===== src/rtl/alu_bist_ctrl_if.sv =====
// Control/status bundle between the ALU BIST controller, its LFSR/ALU/MISR datapath and the host.
interface alu_bist_ctrl_if #(
  parameter int WIDTH = 24
);
  logic             start_i;
  logic             abort_i;
  logic [WIDTH-1:0] golden_i;
  logic [WIDTH-1:0] signature_i;
  logic             misr_clr_o;
  logic             load_o;
  logic             lfsr_adv_o;
  logic             misr_en_o;
  logic [3:0]       cntrl_alu_o;
  logic [15:0]      pattern_o;
  logic             busy_o;
  logic             done_o;
  logic             pass_o;

  modport master (
    output start_i, abort_i, golden_i, signature_i,
    input  misr_clr_o, load_o, lfsr_adv_o, misr_en_o, cntrl_alu_o, pattern_o,
    input  busy_o, done_o, pass_o
  );

  modport slave (
    input  start_i, abort_i, golden_i, signature_i,
    output misr_clr_o, load_o, lfsr_adv_o, misr_en_o, cntrl_alu_o, pattern_o,
    output busy_o, done_o, pass_o
  );
endinterface


===== src/rtl/alu_bist_ctrl.sv =====
// ALU built-in self-test sequencer: clears the MISR, steps LFSR operands through every op, checks signature.
// Optional macro ALU_BIST_AUTORUN_EN: treat the first edge after reset release as an accepted start.
//
// state   | meaning
// IDLE    | waiting for start
// CLEAR   | MISR clear strobe, counters zeroed
// LOAD    | capture LFSR operands into reg_a/reg_b and step the LFSRs
// CAPTURE | one ALU op per cycle compacted into the MISR
// COMPARE | register signature == golden
// DONE    | hold done/pass until start, abort or reset
module alu_bist_ctrl #(
  parameter int WIDTH    = 24,
  parameter int PATTERNS = 16,
  parameter int OP_COUNT = 15
) (
  input  logic           clk_i,
  input  logic           rst_i,
  alu_bist_ctrl_if.slave bist
);

  typedef enum logic [2:0] {
    S_IDLE    = 3'd0,
    S_CLEAR   = 3'd1,
    S_LOAD    = 3'd2,
    S_CAPTURE = 3'd3,
    S_COMPARE = 3'd4,
    S_DONE    = 3'd5
  } state_t;

  localparam logic [3:0]  OP_LAST  = 4'(OP_COUNT - 1);
  localparam logic [15:0] PAT_LAST = 16'(PATTERNS - 1);

  state_t      state_q, state_d;
  logic [3:0]  op_q, op_d;
  logic [15:0] pat_q, pat_d;
  logic        done_q, done_d;
  logic        pass_q, pass_d;
  logic        start_req;
  logic        busy;

`ifdef ALU_BIST_AUTORUN_EN
  logic auto_q, auto_d;

  // Pending autorun is armed by reset and consumed on the very first edge after release.
  always_comb begin
    auto_d = 1'b0;
  end

  always_ff @(posedge clk_i or negedge rst_i) begin
    if (!rst_i) begin
      auto_q <= 1'b1;
    end else begin
      auto_q <= auto_d;
    end
  end

  assign start_req = bist.start_i | auto_q;
`else
  assign start_req = bist.start_i;
`endif

  assign busy = (state_q == S_CLEAR) || (state_q == S_LOAD) ||
                (state_q == S_CAPTURE) || (state_q == S_COMPARE);

  always_ff @(posedge clk_i or negedge rst_i) begin
    if (!rst_i) begin
      state_q <= S_IDLE;
      op_q    <= '0;
      pat_q   <= '0;
      done_q  <= 1'b0;
      pass_q  <= 1'b0;
    end else begin
      state_q <= state_d;
      op_q    <= op_d;
      pat_q   <= pat_d;
      done_q  <= done_d;
      pass_q  <= pass_d;
    end
  end

  always_comb begin
    state_d = state_q;
    op_d    = op_q;
    pat_d   = pat_q;
    done_d  = done_q;
    pass_d  = pass_q;

    case (state_q)
      S_IDLE, S_DONE: begin
        if (bist.abort_i) begin
          state_d = S_IDLE;
          done_d  = 1'b0;
          pass_d  = 1'b0;
        end else if (start_req) begin
          state_d = S_CLEAR;
          done_d  = 1'b0;
          pass_d  = 1'b0;
        end
      end
      S_CLEAR: begin
        op_d    = '0;
        pat_d   = '0;
        state_d = S_LOAD;
      end
      S_LOAD: begin
        op_d    = '0;
        state_d = S_CAPTURE;
      end
      S_CAPTURE: begin
        if (op_q == OP_LAST) begin
          op_d = '0;
          if (pat_q == PAT_LAST) begin
            state_d = S_COMPARE;
          end else begin
            pat_d   = pat_q + 16'd1;
            state_d = S_LOAD;
          end
        end else begin
          op_d = op_q + 4'd1;
        end
      end
      S_COMPARE: begin
        pass_d  = (bist.signature_i[WIDTH-1:0] == bist.golden_i[WIDTH-1:0]);
        done_d  = 1'b1;
        state_d = S_DONE;
      end
      default: begin
        state_d = S_IDLE;
        op_d    = '0;
        pat_d   = '0;
        done_d  = 1'b0;
        pass_d  = 1'b0;
      end
    endcase

    // Abort overrides whatever the busy state would have done this edge.
    if (busy && bist.abort_i) begin
      state_d = S_IDLE;
      op_d    = '0;
      pat_d   = '0;
      done_d  = 1'b0;
      pass_d  = 1'b0;
    end
  end

  always_comb begin
    bist.misr_clr_o  = (state_q == S_CLEAR);
    bist.load_o      = (state_q == S_LOAD);
    bist.lfsr_adv_o  = (state_q == S_LOAD);
    bist.misr_en_o   = (state_q == S_CAPTURE);
    bist.cntrl_alu_o = (state_q == S_CAPTURE) ? op_q : 4'd0;
    bist.pattern_o   = pat_q;
    bist.busy_o      = busy;
    bist.done_o      = done_q;
    bist.pass_o      = pass_q;
  end

endmodule


===== src/flat_wrapper.sv =====
// flat-port wrapper written by rule: the top's interface ports become plain ports
module alu_bist_ctrl_flat 
#(
  parameter int WIDTH    = 24,
  parameter int PATTERNS = 16,
  parameter int OP_COUNT = 15
)
  (clk_i, rst_i, bist_start_i, bist_abort_i, bist_golden_i, bist_signature_i, bist_misr_clr_o, bist_load_o, bist_lfsr_adv_o, bist_misr_en_o, bist_cntrl_alu_o, bist_pattern_o, bist_busy_o, bist_done_o, bist_pass_o);
  alu_bist_ctrl_if #(.WIDTH(WIDTH)) bist_i ();
  input  logic clk_i;
  input  logic rst_i;
  input wire logic [$bits(bist_i.start_i)-1:0] bist_start_i;
  input wire logic [$bits(bist_i.abort_i)-1:0] bist_abort_i;
  input wire logic [$bits(bist_i.golden_i)-1:0] bist_golden_i;
  input wire logic [$bits(bist_i.signature_i)-1:0] bist_signature_i;
  output wire logic [$bits(bist_i.misr_clr_o)-1:0] bist_misr_clr_o;
  output wire logic [$bits(bist_i.load_o)-1:0] bist_load_o;
  output wire logic [$bits(bist_i.lfsr_adv_o)-1:0] bist_lfsr_adv_o;
  output wire logic [$bits(bist_i.misr_en_o)-1:0] bist_misr_en_o;
  output wire logic [$bits(bist_i.cntrl_alu_o)-1:0] bist_cntrl_alu_o;
  output wire logic [$bits(bist_i.pattern_o)-1:0] bist_pattern_o;
  output wire logic [$bits(bist_i.busy_o)-1:0] bist_busy_o;
  output wire logic [$bits(bist_i.done_o)-1:0] bist_done_o;
  output wire logic [$bits(bist_i.pass_o)-1:0] bist_pass_o;
  assign bist_i.start_i = bist_start_i;
  assign bist_i.abort_i = bist_abort_i;
  assign bist_i.golden_i = bist_golden_i;
  assign bist_i.signature_i = bist_signature_i;
  assign bist_misr_clr_o = bist_i.misr_clr_o;
  assign bist_load_o = bist_i.load_o;
  assign bist_lfsr_adv_o = bist_i.lfsr_adv_o;
  assign bist_misr_en_o = bist_i.misr_en_o;
  assign bist_cntrl_alu_o = bist_i.cntrl_alu_o;
  assign bist_pattern_o = bist_i.pattern_o;
  assign bist_busy_o = bist_i.busy_o;
  assign bist_done_o = bist_i.done_o;
  assign bist_pass_o = bist_i.pass_o;
  alu_bist_ctrl #(.WIDTH(WIDTH), .PATTERNS(PATTERNS), .OP_COUNT(OP_COUNT)) u_core (.clk_i(clk_i), .rst_i(rst_i), .bist(bist_i));
endmodule

===== config.mk =====
export PLATFORM = sky130hd
export DESIGN_NAME = alu_bist_ctrl_flat
export DESIGN_NICKNAME = d
export VERILOG_FILES = /design/src/rtl/alu_bist_ctrl_if.sv /design/src/rtl/alu_bist_ctrl.sv /design/src/flat_wrapper.sv
export SDC_FILE = /design/constraint.sdc
export NUM_CORES = 1
export LEC_CHECK = 0
export ABC_CLOCK_PERIOD_IN_PS = 2340
export BUFFER_PORTS_ARGS = -buffer_cell sky130_fd_sc_hd__buf_2
export CAP_MARGIN = 10
export CELL_PAD_IN_SITES_DETAIL_PLACEMENT = 1
export CELL_PAD_IN_SITES_GLOBAL_PLACEMENT = 1
export CORE_ASPECT_RATIO = 2
export CORE_MARGIN = 5
export CORE_UTILIZATION = 34
export DETAILED_ROUTE_END_ITERATION = 8
export PLACE_DENSITY_LB_ADDON = 0.1
export SETUP_SLACK_MARGIN = 0.1
export SLEW_MARGIN = 10
export SYNTH_ARGS = -nofsm -noshare
export SYNTH_HDL_FRONTEND = slang
export SYNTH_SLANG_ARGS = --single-unit
export TNS_END_PERCENT = 100

===== constraint.sdc =====
create_clock -name clk_i -period 2.34 [get_ports clk_i]
set_clock_uncertainty 0.1 [all_clocks]
set_input_delay 0.468 -clock clk_i [delete_from_list [all_inputs] [get_ports clk_i]]
set_output_delay 0.468 -clock clk_i [all_outputs]
set_load 0.03 [all_outputs]

==> results of run 1 <==
==> cells by family after synthesis <==
family	Yosys count
AND/OR/NAND/NOR	83
AO/OA/AOI/OAI	54
XOR/XNOR	25
flip-flops	25
buffers and inverters	12
adder cells (fa/ha/maj)	3
multiplexers	1
==> Yosys cell counts, drive strengths merged <==
master,instances
a211o,1
a21bo,1
a21o,2
a21oi,11
a31oi,20
a41oi,3
and2,2
and3,9
and3b,1
and4,2
buf,3
clkbuf,6
dfrtp,25
ha,3
inv,3
mux2i,1
nand2,22
nand2b,5
nand3,9
nand3b,1
nand4,4
nor2,10
nor2b,2
nor3,5
nor3b,2
nor4,7
nor4bb,1
o21a,1
o21ai,14
o41ai,1
or4,1
xnor2,1
xor2,24
==> final cells by class <==
cell class                      instances  area (µm²)
Timing Repair Buffer                   88         478
Tap cell                               58        72.6
Clock buffer                            4        45.0
Fill cell                             652        2800
Inverter                                3        11.3
Multi-Input combinational cell        166        1110
Sequential cell                        25         626
==> critical path: stages, from the launching register on <==
cell,delay (ns)
dfrtp_1,0.43
ha_1,0.25
and3_1,0.22
and3_1,0.23
a21o_4,0.24
a21oi_4,0.23
buf_12,0.17
a31oi_1,0.10
==> placed cells by master (no fill, tap or decap), types with 3 or more instances in the layout <==
cell / instances
nor4_1: 7
clkbuf_8: 3
a31oi_1: 18
buf_2: 78
nand2b_1: 5
nand2_1: 22
o21ai_0: 10
and3_1: 9
nor3_1: 4
nor2_1: 9
o21ai_1: 4
ha_1: 3
xor2_1: 24
buf_4: 9
nand4_1: 4
nand3_1: 9
a21oi_1: 9
a41oi_1: 3
inv_1: 3
dfrtp_1: 25
==> metrics by stage <==
stage | utilization, % | cell area, µm² | hold WS, ns
floorplan | - | 1790 | 0.0724
CTS | 45.6 | 2340 | 0.101
finish | 45.6 | 2340 | 0.0834
global route | 45.6 | 2340 | 0.138
detailed placement | 44.7 | 2300 | 0.407
global placement | 44.7 | 2300 | 0.415
==> timing repair <==
item	CTS	global route
endpoints found under the setup margin	0	1
hold buffers	0	0
setup buffers	0	0
==> routing by layer <==
metal | global-route usage, % | wire (µm) | up-vias
met5 | 0 | 0 | -
met4 | 6.22 | 95 | 0
met3 | 1.96 | 245 | 8
met2 | 34.3 | 3390 | 46
met1 | 18.0 | 1900 | 895
li1 | - | - | 914
==> state kept, by name, indices dropped and copies added (netlist names) <==
name,count
u_core.bist.done_o,1
u_core.bist.pass_o,1
u_core.bist.pattern_o,16
u_core.op_q,4
u_core.state_q,3
==> worst paths after layout <==
| kind | slack (ns) | end | from | cells after the start |
|---|---|---|---|---|
| worst max-delay path | 0.23 | u_core.bist.pattern_o[6] | u_core.bist.pattern_o[0] | 7 |
| worst min-delay path | 0.08 | u_core.bist.pattern_o[13] | rst_i | 1 |
| worst max register to register | 0.23 | u_core.bist.pattern_o[6] | u_core.bist.pattern_o[0] | 7 |
| worst min register to register | 0.45 | u_core.bist.pattern_o[15] | u_core.bist.pattern_o[15] | 1 |
| max in group asynchronous | 1.67 | u_core.bist.pattern_o[4] | rst_i | 1 |
| min in group clk_i | 0.42 | u_core.state_q[2] | bist_start_i | 3 |
==> power groups by stage <==
stage	clock [mW]	sequential, mW	combinational, mW
2_1_floorplan	0	0.454	0.157
3_3_place_gp	0	0.454	0.277
3_5_place_dp	0	0.454	0.280
4_1_cts	0.283	0.445	0.281
5_1_grt	0.294	0.446	0.306
6_report	0.272	0.445	0.275
==> tab_implementation.tex, run 1 <==
\begin{tabular}{lr}
\hline
Metric & Value \\
\hline
\multicolumn{2}{l}{\textbf{CTS}} \\
Total of cells resized after clock tree synthesis & 0 \\
Clock input transition at the sequential cells of the worst setup and hold paths & 0.09 ns \\
Clock latency of the later-clocked register in the worst-skew pair & 0.28 ns \\
Cell at the root of the clock tree & clkbuf\_8 \\
TritonCTS clock tree & built \\
Total number of H-tree levels & 1 \\
Clock buffer depth & 2 \\
Cts bufs inserted & 3 \\
Total clock sinks & 25 \\
\multicolumn{2}{l}{\textbf{Power}} \\
Sequential share of power & 44.9\% \\
Internal power summed over all cells & 680 µW \\
Post-layout power & 992 µW \\
Power Density & 424 mW/mm² \\
Clock share of power & 27.4\% \\
Switching power share of the total & 31.5\% \\
Part of the power in combinational logic & 27.7\% \\
Leak Pwr & 1.16 nW \\
Peak VDD IR & 0.000288 V \\
Net load switching power & 312 µW \\
\multicolumn{2}{l}{\textbf{Yosys}} \\
Number of flip-flops and latches in the synthesized netlist & 25 \\
Synthesized-area fraction occupied by ao, oa, aoi and oai cells & 20.3\% \\
Post-synthesis instance total & 203 \\
Register area share after synthesis & 35.1\% \\
Area share of xor/xnor cells in the synthesized design & 12.3\% \\
Synthesized area divided by synthesized cell count & 8.77 µm² \\
Cell type with the highest aggregate area in the netlist & dfrtp\_1 \\
Dominant combinational cell family by area after synthesis & simple AND/OR/NAND/NOR gates \\
Mapped Nets & 258 \\
Area share of the largest cell type after synthesis & 35.1\% \\
Count of distinct cell types in the synthesized netlist & 42 \\
Multiplexer area fraction after synthesis & 0.562\% \\
Area contributors post-synth & dfrtp\_1 (35\%), xor2\_1 (12\%), a31oi\_1 (6.3\%) \\
Simple-gate portion of the synthesized area & 26.4\% \\
Count of synthesis-stage warnings from yosys & 0 \\
Synthesized cell area & 0.00178 mm² \\
Post-synthesis share of cell area spent on full adders, half adders and majority gates & 2.11\% \\
\multicolumn{2}{l}{\textbf{Layout}} \\
Post-layout instance count excluding filler cells & 344 \\
Layout cell share with drive strength beyond 1 & 35.7\% \\
Diodes inserted & 0 \\
Net count of the finished layout & 342 \\
Syn-to-layout area delta & 31.5\% \\
\multicolumn{2}{l}{\textbf{STA}} \\
Unrepaired setup endpoints after global routing & false \\
Setup ws final & 0.235 ns \\
Tightest Pin Transition & 0.592 ns \\
Achievable clock frequency & 0.475 GHz \\
Relative slew margins & 60.5\% \\
Final worst path period share & 90.0\% \\
Number of max-slew violations in the final report & 0 \\
Post-route minimum period & 2.11 ns \\
Hold Vio Cnt, Final & 0 \\
Accumulated negative setup slack & 0 ns \\
Final count of negative-setup-slack endpoints & 0 \\
\multicolumn{2}{l}{\textbf{Route}} \\
Detailed-route via count & 1,863 \\
Post-detailed-route wirelength per cell & 16.4 µm \\
Length of the first detailed-routing pass in iterations & 4 \\
Routed wire length & 5.63 mm \\
Count of antenna-violating nets left after detailed routing & 0 \\
Iter 0 DRT Violations & 39 \\
Via count normalized by instance count & 5.42 \\
Drc violations & 0 \\
\multicolumn{2}{l}{\textbf{Floorplan}} \\
Chip Width & 61.2 µm \\
Core region area & 0.00514 mm² \\
Die H & 112 µm \\
Area enclosed by the die boundary & 0.00687 mm² \\
I/O pin cnt & 79 \\
Effective utilization at floorplan & 34.6\% \\
Number of core rows & 37 \\
\multicolumn{2}{l}{\textbf{Place}} \\
Detailed-placement wirelength estimate & 4.72 mm \\
Count of buffers from port buffering & 78 \\
RePlAce Congestion & 0.777 \\
\# placed instances & 340 \\
Post-place setup slack & 0.221 ns \\
\multicolumn{2}{l}{\textbf{Global routing}} \\
Number of antenna violations at the first check in global routing & 0 \\
Global route total overflow & 0 \\
First-pass GRT wire length & 9.37 mm \\
Maximum number of pins on one net before global-route repair & 26 \\
GRT Util Overall & 17.7\% \\
Via count of the first global-routing pass & 2,029 \\
\multicolumn{2}{l}{\textbf{Setup path}} \\
Setup crit start kind & flip-flop \\
WP data arrival & 2.16 ns \\
Category of the critical setup timing path & reg2reg \\
Endpoint kind of the worst setup timing path & flip-flop \\
Maximum fanout along the worst path & 11 \\
Critical Path RT & 2.39 ns \\
\multicolumn{2}{l}{\textbf{Job}} \\
Count of maximum capacitance violations & 0 \\
\multicolumn{2}{l}{\textbf{Worst hold path}} \\
Path category of the worst min-delay check & in2async \\
\multicolumn{2}{l}{\textbf{Run status}} \\
Outcome & finished, final reports clean \\
\hline
\end{tabular}
Note: power is estimated with default switching activity, not from simulation.
==> run 2: changes to the inputs <==
--- a/config.mk
+++ b/config.mk
@@ -14,7 +14,7 @@
 export CORE_MARGIN = 5
 export CORE_UTILIZATION = 34
 export DETAILED_ROUTE_END_ITERATION = 8
-export PLACE_DENSITY_LB_ADDON = 0.1
+export PLACE_DENSITY_LB_ADDON = 0.08
 export SETUP_SLACK_MARGIN = 0.1
 export SLEW_MARGIN = 10
 export SYNTH_ARGS = -nofsm -noshare
==> run 2 against run 1 <==
Effect of this change: routed wire length rose by 3.8%; register-to-register slack hardly changed; via count grew 0.75%; global-route usage decreased by 0.27 points; worst setup slack gained 0.010 ns; sequential share of layout area barely moved; non-clock buffer count grew 1; critical path depth did not move; combinational power about the same; flip-flop and latch count stayed put; largest power group unchanged.
==> tab_implementation.tex, run 2 (same netlist as run 1, synthesis figures left out) <==
\begin{tabular}{lr}
\hline
Metric & Value \\
\hline
\multicolumn{2}{l}{\textbf{Power}} \\
Peak VDD IR & 0.000301 V \\
Power Density & 421 mW/mm² \\
Leak Pwr & 1.16 nW \\
\multicolumn{2}{l}{\textbf{Route}} \\
Length of the first detailed-routing pass in iterations & 4 \\
Drc violations & 0 \\
Iter 0 DRT Violations & 33 \\
Post-detailed-route wirelength per cell & 16.9 µm \\
Routed wire length & 5.85 mm \\
Count of antenna-violating nets left after detailed routing & 0 \\
Detailed-route via count & 1,877 \\
Via count normalized by instance count & 5.44 \\
\multicolumn{2}{l}{\textbf{Floorplan}} \\
Effective utilization at floorplan & 34.6\% \\
Number of core rows & 37 \\
Area enclosed by the die boundary & 0.00687 mm² \\
I/O pin cnt & 79 \\
Core region area & 0.00514 mm² \\
Chip Width & 61.2 µm \\
Die H & 112 µm \\
\multicolumn{2}{l}{\textbf{CTS}} \\
Total number of H-tree levels & 1 \\
Post-cts hold buffer count & 0 \\
Setup bufs post-CTS & 0 \\
Total clock sinks & 25 \\
Cell at the root of the clock tree & clkbuf\_8 \\
TritonCTS clock tree & built \\
Cts bufs inserted & 3 \\
Clock input transition at the sequential cells of the worst setup and hold paths & 0.09 ns \\
Clock buffer depth & 2 \\
Clock latency of the later-clocked register in the worst-skew pair & 0.27 ns \\
Total of cells resized after clock tree synthesis & 0 \\
\multicolumn{2}{l}{\textbf{Setup path}} \\
Endpoint kind of the worst setup timing path & flip-flop \\
List of cells traversed by the critical path & ha\_1 -> and3\_1 -> and3\_1 -> a21o\_4 -> a21oi\_4 -> buf\_4 -> a31oi\_1 \\
CP bufs+invs & 1 \\
Setup crit start kind & flip-flop \\
Category of the critical setup timing path & reg2reg \\
WP data arrival & 2.13 ns \\
Maximum fanout along the worst path & 10 \\
Critical Path RT & 2.38 ns \\
Worst path most repeated cell & and3\_1 \\
Crit-path leading delay family & compound AO/OA/AOI/OAI gates \\
Critical-path cell with the highest stage delay & dfrtp\_1 \\
Worst stage delay on the critical path & 0.43 ns \\
Start point of the critical path & u\_core.bist.pattern\_o[0] \\
Start of the worst register-to-register path & u\_core.bist.pattern\_o[0] \\
\multicolumn{2}{l}{\textbf{STA}} \\
Number of max-slew violations in the final report & 0 \\
Achievable clock frequency & 0.477 GHz \\
Relative slew margins & 60.4\% \\
Unrepaired setup endpoints after global routing & false \\
Tightest Pin Transition & 0.594 ns \\
Accumulated negative setup slack & 0 ns \\
Post-route minimum period & 2.10 ns \\
Final worst path period share & 89.5\% \\
Final count of negative-setup-slack endpoints & 0 \\
Hold Vio Cnt, Final & 0 \\
\multicolumn{2}{l}{\textbf{Layout}} \\
Syn-to-layout area delta & 31.3\% \\
Commonest cells after routing, fill and taps aside & buf\_2 (78), dfrtp\_1 (25), xor2\_1 (24), nand2\_1 (22), a31oi\_1 (18) \\
Layout cell share with drive strength beyond 1 & 36.2\% \\
Post-layout instance count excluding filler cells & 345 \\
Net count of the finished layout & 343 \\
Most frequent standard cell in the layout excluding fill and tap cells & buf\_2 \\
Flip-flop count of the largest register, all copies and words added & 16 \\
Diodes inserted & 0 \\
\multicolumn{2}{l}{\textbf{Job}} \\
Count of maximum capacitance violations & 0 \\
\multicolumn{2}{l}{\textbf{Global routing}} \\
GRT Util Overall & 17.5\% \\
Global route total overflow & 0 \\
Number of antenna violations at the first check in global routing & 0 \\
Maximum number of pins on one net before global-route repair & 26 \\
First-pass GRT wire length & 9.43 mm \\
Via count of the first global-routing pass & 2,070 \\
\multicolumn{2}{l}{\textbf{Place}} \\
Detailed-placement wirelength estimate & 4.83 mm \\
Count of buffers from port buffering & 78 \\
\# placed instances & 341 \\
RePlAce Congestion & 0.787 \\
\multicolumn{2}{l}{\textbf{Run status}} \\
Outcome & finished, final reports clean \\
\multicolumn{2}{l}{\textbf{Worst hold path}} \\
Path category of the worst min-delay check & in2async \\
\hline
\end{tabular}
run 2: path summary, 6_finish.rpt:
path                                                  end  depth (start not counted)  slack [ns]
worst max-delay path             u_core.bist.pattern_o[8]                          7        0.24
worst min-delay path            u_core.bist.pattern_o[14]                          1        0.09
worst max register to register   u_core.bist.pattern_o[8]                          7        0.24
worst min register to register  u_core.bist.pattern_o[13]                          1        0.44
max in group asynchronous                  u_core.op_q[2]                          1        1.66
min in group clk_i                      u_core.state_q[2]                          3        0.40
run 2: worst reg2reg max path, delay by kind of cell, from the launching register on:
kind	cells	cell delay, ns
AOI/OAI and AO/OA	3	0.51
adders and majority gates	1	0.25
buffers and inverters	1	0.21
DFF	1	0.43
and+or+nand+nor	2	0.45
run 2: cell type report:
type / count / area (µm²)
inverter: 3 / 11.3
fill: 654 / 2800
clock buffer: 4 / 45.0
tap: 58 / 72.6
multi-input combinational: 166 / 1110
sequential: 25 / 626
timing repair buffer: 89 / 473
run 2: per-layer routing:
metal	global-route usage (%)	wire length, µm	vias to the layer above
met5	0	0	-
met4	4.20	94	0
met3	1.96	232	8
met2	35.9	3550	47
met1	16.5	1970	906
li1	-	-	916
run 2: per-stage QoR:
stage	setup WS (ns)	total power, mW	hold slack [ns]	instance area (µm²)	util, %
floorplan	0.228	0.612	0.0724	1790	-
global placement	0.296	0.726	0.402	2290	44.6
detailed placement	0.252	0.729	0.414	2290	44.6
CTS	0.141	0.995	0.113	2340	45.5
global route	0.110	1.03	0.133	2340	45.5
finish	0.245	0.984	0.0887	2340	45.5
run 2: power breakdown:
| part | leakage [nW] | internal (mW) | switching [mW] |
|---|---|---|---|
| Combinational | 0.788 | 0.115 | 0.157 |
| Clock | 0.0228 | 0.122 | 0.144 |
| Sequential | 0.347 | 0.439 | 0.00706 |
| Total | 1.16 | 0.676 | 0.308 |
==> run 3: changes to the inputs <==
--- a/config.mk
+++ b/config.mk
@@ -5,14 +5,15 @@
 export SDC_FILE = /design/constraint.sdc
 export NUM_CORES = 1
 export LEC_CHECK = 0
-export ABC_CLOCK_PERIOD_IN_PS = 2340
+export ABC_AREA = 1
+export ABC_CLOCK_PERIOD_IN_PS = 2300
 export BUFFER_PORTS_ARGS = -buffer_cell sky130_fd_sc_hd__buf_2
 export CAP_MARGIN = 10
 export CELL_PAD_IN_SITES_DETAIL_PLACEMENT = 1
 export CELL_PAD_IN_SITES_GLOBAL_PLACEMENT = 1
 export CORE_ASPECT_RATIO = 2
 export CORE_MARGIN = 5
-export CORE_UTILIZATION = 34
+export CORE_UTILIZATION = 33
 export DETAILED_ROUTE_END_ITERATION = 8
 export PLACE_DENSITY_LB_ADDON = 0.08
 export SETUP_SLACK_MARGIN = 0.1
==> constraint.sdc (replaced) <==
create_clock -name clk_i -period 2.3 [get_ports clk_i]
set_clock_uncertainty 0.1 [all_clocks]
set_input_delay 0.46 -clock clk_i [delete_from_list [all_inputs] [get_ports clk_i]]
set_output_delay 0.46 -clock clk_i [all_outputs]
set_load 0.03 [all_outputs]
==> run 3 against run 2 <==
Effect of this change: clock-buffer cell count unchanged; largest power group unchanged; first-iteration DRC count rose by 150%; clock power up 52%; register-to-register slack improved by 0.04 ns; global-route usage is 0.075 points higher; sequential power is 9.4% higher; flip-flop and latch count is the same; largest cell class unchanged; die area rose by 14%; total power grew 37%; combinational power up 68%.
==> tab_implementation.tex, run 3 <==
\begin{tabular}{lr}
\hline
Metric & Value \\
\hline
\multicolumn{2}{l}{\textbf{Run status}} \\
Outcome & finished, final reports clean \\
\multicolumn{2}{l}{\textbf{STA}} \\
Achievable clock frequency & 0.497 GHz \\
Unrepaired setup endpoints after global routing & false \\
Relative slew margins & 56.4\% \\
Hold Vio Cnt, Final & 0 \\
Final count of negative-setup-slack endpoints & 0 \\
Post-route minimum period & 2.01 ns \\
Accumulated negative setup slack & 0 ns \\
Tightest Pin Transition & 0.654 ns \\
Final worst path period share & 87.6\% \\
Number of max-slew violations in the final report & 0 \\
\multicolumn{2}{l}{\textbf{Global routing}} \\
Number of antenna violations at the first check in global routing & 0 \\
First-pass GRT wire length & 10.8 mm \\
Maximum number of pins on one net before global-route repair & 26 \\
Global route total overflow & 0 \\
GRT Util Overall & 17.6\% \\
Via count of the first global-routing pass & 2,369 \\
\multicolumn{2}{l}{\textbf{Layout}} \\
Syn-to-layout area delta & 27.5\% \\
Most frequent standard cell in the layout excluding fill and tap cells & nand2\_1 \\
Share of the core filled with cells & 42.8\% \\
Layout cell share with drive strength beyond 1 & 27.2\% \\
Diodes inserted & 0 \\
Net count of the finished layout & 442 \\
Commonest cells after routing, fill and taps aside & nand2\_1 (96), buf\_2 (78), nor2\_1 (40), inv\_1 (37), dfrtp\_1 (25) \\
Flip-flop count of the largest register, all copies and words added & 16 \\
\multicolumn{2}{l}{\textbf{Place}} \\
Detailed-placement wirelength estimate & 5.37 mm \\
RePlAce Congestion & 0.791 \\
Count of buffers from port buffering & 78 \\
\multicolumn{2}{l}{\textbf{Setup path}} \\
Critical Path RT & 2.36 ns \\
Endpoint kind of the worst setup timing path & flip-flop \\
Setup crit start kind & flip-flop \\
Endpoint of the most critical register-to-register path & u\_core.bist.pattern\_o[13] \\
Maximum fanout along the worst path & 17 \\
Category of the critical setup timing path & reg2reg \\
Minimum setup slack among reg-to-reg paths & 0.29 ns \\
Start of the worst register-to-register path & u\_core.op\_q[0] \\
WP data arrival & 2.08 ns \\
Depth of the worst register-to-register path & 11 \\
\multicolumn{2}{l}{\textbf{Power}} \\
Net load switching power & 502 µW \\
Internal power summed over all cells & 850 µW \\
Power Density & 531 mW/mm² \\
Part of the power in combinational logic & 33.9\% \\
Switching power share of the total & 37.1\% \\
Sequential share of power & 36.1\% \\
Clock share of power & 30.0\% \\
Leak Pwr & 1.40 nW \\
Peak VDD IR & 0.000295 V \\
\multicolumn{2}{l}{\textbf{Yosys}} \\
Register area share after synthesis & 31.3\% \\
Post-synthesis instance total & 304 \\
Count of distinct cell types in the synthesized netlist & 31 \\
Share of async-settable or async-resettable flops after synthesis & 100\% \\
Mapped Nets & 359 \\
Synthesized area divided by synthesized cell count & 6.57 µm² \\
Synthesized cell area & 0.00200 mm² \\
Area contributors post-synth & dfrtp\_1 (31\%), nand2\_1 (18\%), nor2\_1 (7.5\%) \\
Most common cell in the netlist & nand2\_1 \\
Number of flip-flops and latches in the synthesized netlist & 25 \\
Cell type with the highest aggregate area in the netlist & dfrtp\_1 \\
Prevailing post-synth register cell & dfrtp\_1 \\
Area share of the largest cell type after synthesis & 31.3\% \\
Most common library cells after synthesis & nand2\_1 (96), nor2\_1 (40), inv\_1 (37), dfrtp\_1 (25), nand3\_1 (22) \\
Count of synthesis-stage warnings from yosys & 0 \\
Number of enable-type register cells in the synthesized netlist & 0 \\
\multicolumn{2}{l}{\textbf{Floorplan}} \\
Chip Width & 65.0 µm \\
Core region area & 0.00596 mm² \\
Number of core rows & 40 \\
Effective utilization at floorplan & 33.6\% \\
Area enclosed by the die boundary & 0.00781 mm² \\
I/O pin cnt & 79 \\
Die H & 120 µm \\
\multicolumn{2}{l}{\textbf{Route}} \\
Via count normalized by instance count & 4.95 \\
Post-detailed-route wirelength per cell & 14.2 µm \\
Routed wire length & 6.39 mm \\
Drc violations & 0 \\
Length of the first detailed-routing pass in iterations & 4 \\
Detailed-route via count & 2,222 \\
Iter 0 DRT Violations & 81 \\
Count of antenna-violating nets left after detailed routing & 0 \\
\multicolumn{2}{l}{\textbf{CTS}} \\
Clock latency of the later-clocked register in the worst-skew pair & 0.27 ns \\
Total clock sinks & 25 \\
Total number of H-tree levels & 1 \\
Clock input transition at the sequential cells of the worst setup and hold paths & 0.07 ns \\
TritonCTS clock tree & built \\
Cts bufs inserted & 3 \\
Post-cts hold buffer count & 0 \\
Cell at the root of the clock tree & clkbuf\_16 \\
Total of cells resized after clock tree synthesis & 0 \\
Clock buffer depth & 2 \\
Setup bufs post-CTS & 0 \\
\multicolumn{2}{l}{\textbf{Worst hold path}} \\
Path category of the worst min-delay check & in2async \\
\multicolumn{2}{l}{\textbf{Job}} \\
Count of maximum capacitance violations & 0 \\
\hline
\end{tabular}
==> run 3: cells by family (layout without fill, tap and decap cells) <==
kind of cell	after synthesis	after routing	synth area share [%]
XOR/XNOR	22	22	9.64
AO/OA/AOI/OAI	24	24	7.20
adder cells (fa/ha/maj)	3	3	1.88
buffers and inverters	44	126	8.95
flip-flops	25	25	31.3
AND/OR/NAND/NOR	186	186	41.0
==> run 3: critical path, cell delays in order (launching register included) <==
cell     delay [ns]
dfrtp_1        0.40
inv_1          0.12
ha_1           0.15
nand2_1        0.05
nor2_1         0.17
nor2_4         0.07
o21ai_4        0.28
nand2_4        0.20
inv_2          0.17
nand2_1        0.08
nand2_1        0.07
inv_1          0.04
==> run 3: layout make-up <==
type / instances / area [µm²]
Inverter: 40 / 150
Clock buffer: 4 / 78.8
Fill cell: 825 / 3410
Sequential cell: 25 / 626
Multi-Input combinational cell: 235 / 1190
Timing Repair Buffer: 82 / 420
Tap cell: 63 / 78.8
==> run 3: layer usage <==
metal / track usage, % / wire length [µm] / vias up
met5: 0 / 0 / -
met4: 6.62 / 140 / 0
met3: 2.25 / 324 / 9
met2: 35.5 / 3730 / 67
met1: 17.1 / 2190 / 1034
li1: - / - / 1112
==> run 3: power groups by stage <==
| stage | logic (mW) | clock network, mW | registers, mW |
|---|---|---|---|
| floorplan | 0.320 | 0 | 0.494 |
| global placement | 0.457 | 0 | 0.496 |
| detailed placement | 0.469 | 0 | 0.496 |
| CTS | 0.471 | 0.415 | 0.488 |
| global route | 0.521 | 0.434 | 0.491 |
| finish | 0.458 | 0.405 | 0.488 |
==> run 3: worst max path at each step <==
stage | from | end | slack (ns) | cells after the start
after floorplan | u_core.state_q[1] | bist_load_o | 0.25 | 3
after global placement | u_core.op_q[0] | u_core.bist.pattern_o[10] | 0.37 | 11
after detailed placement | u_core.op_q[0] | u_core.bist.pattern_o[13] | 0.27 | 11
after CTS | u_core.bist.pattern_o[1] | u_core.bist.pattern_o[13] | 0.26 | 9
after global routing | u_core.bist.pattern_o[1] | u_core.bist.pattern_o[11] | 0.11 | 9
final | u_core.op_q[0] | u_core.bist.pattern_o[13] | 0.29 | 11
==> run 3: metrics by stage <==
| step | cell area, µm² | worst slack (ns) | hold slack [ns] | cells | total power [mW] |
|---|---|---|---|---|---|
| final | 2550 | 0.286 | 0.115 | 449 | 1.35 |
| after global routing | 2550 | 0.108 | 0.161 | 449 | 1.45 |
| after CTS | 2550 | 0.259 | 0.134 | 449 | 1.37 |
| after detailed placement | 2470 | 0.273 | 0.358 | 445 | 0.965 |
| after global placement | 2470 | 0.374 | 0.365 | 445 | 0.952 |
| after floorplan | 2000 | 0.250 | 0.0644 | 304 | 0.814 |
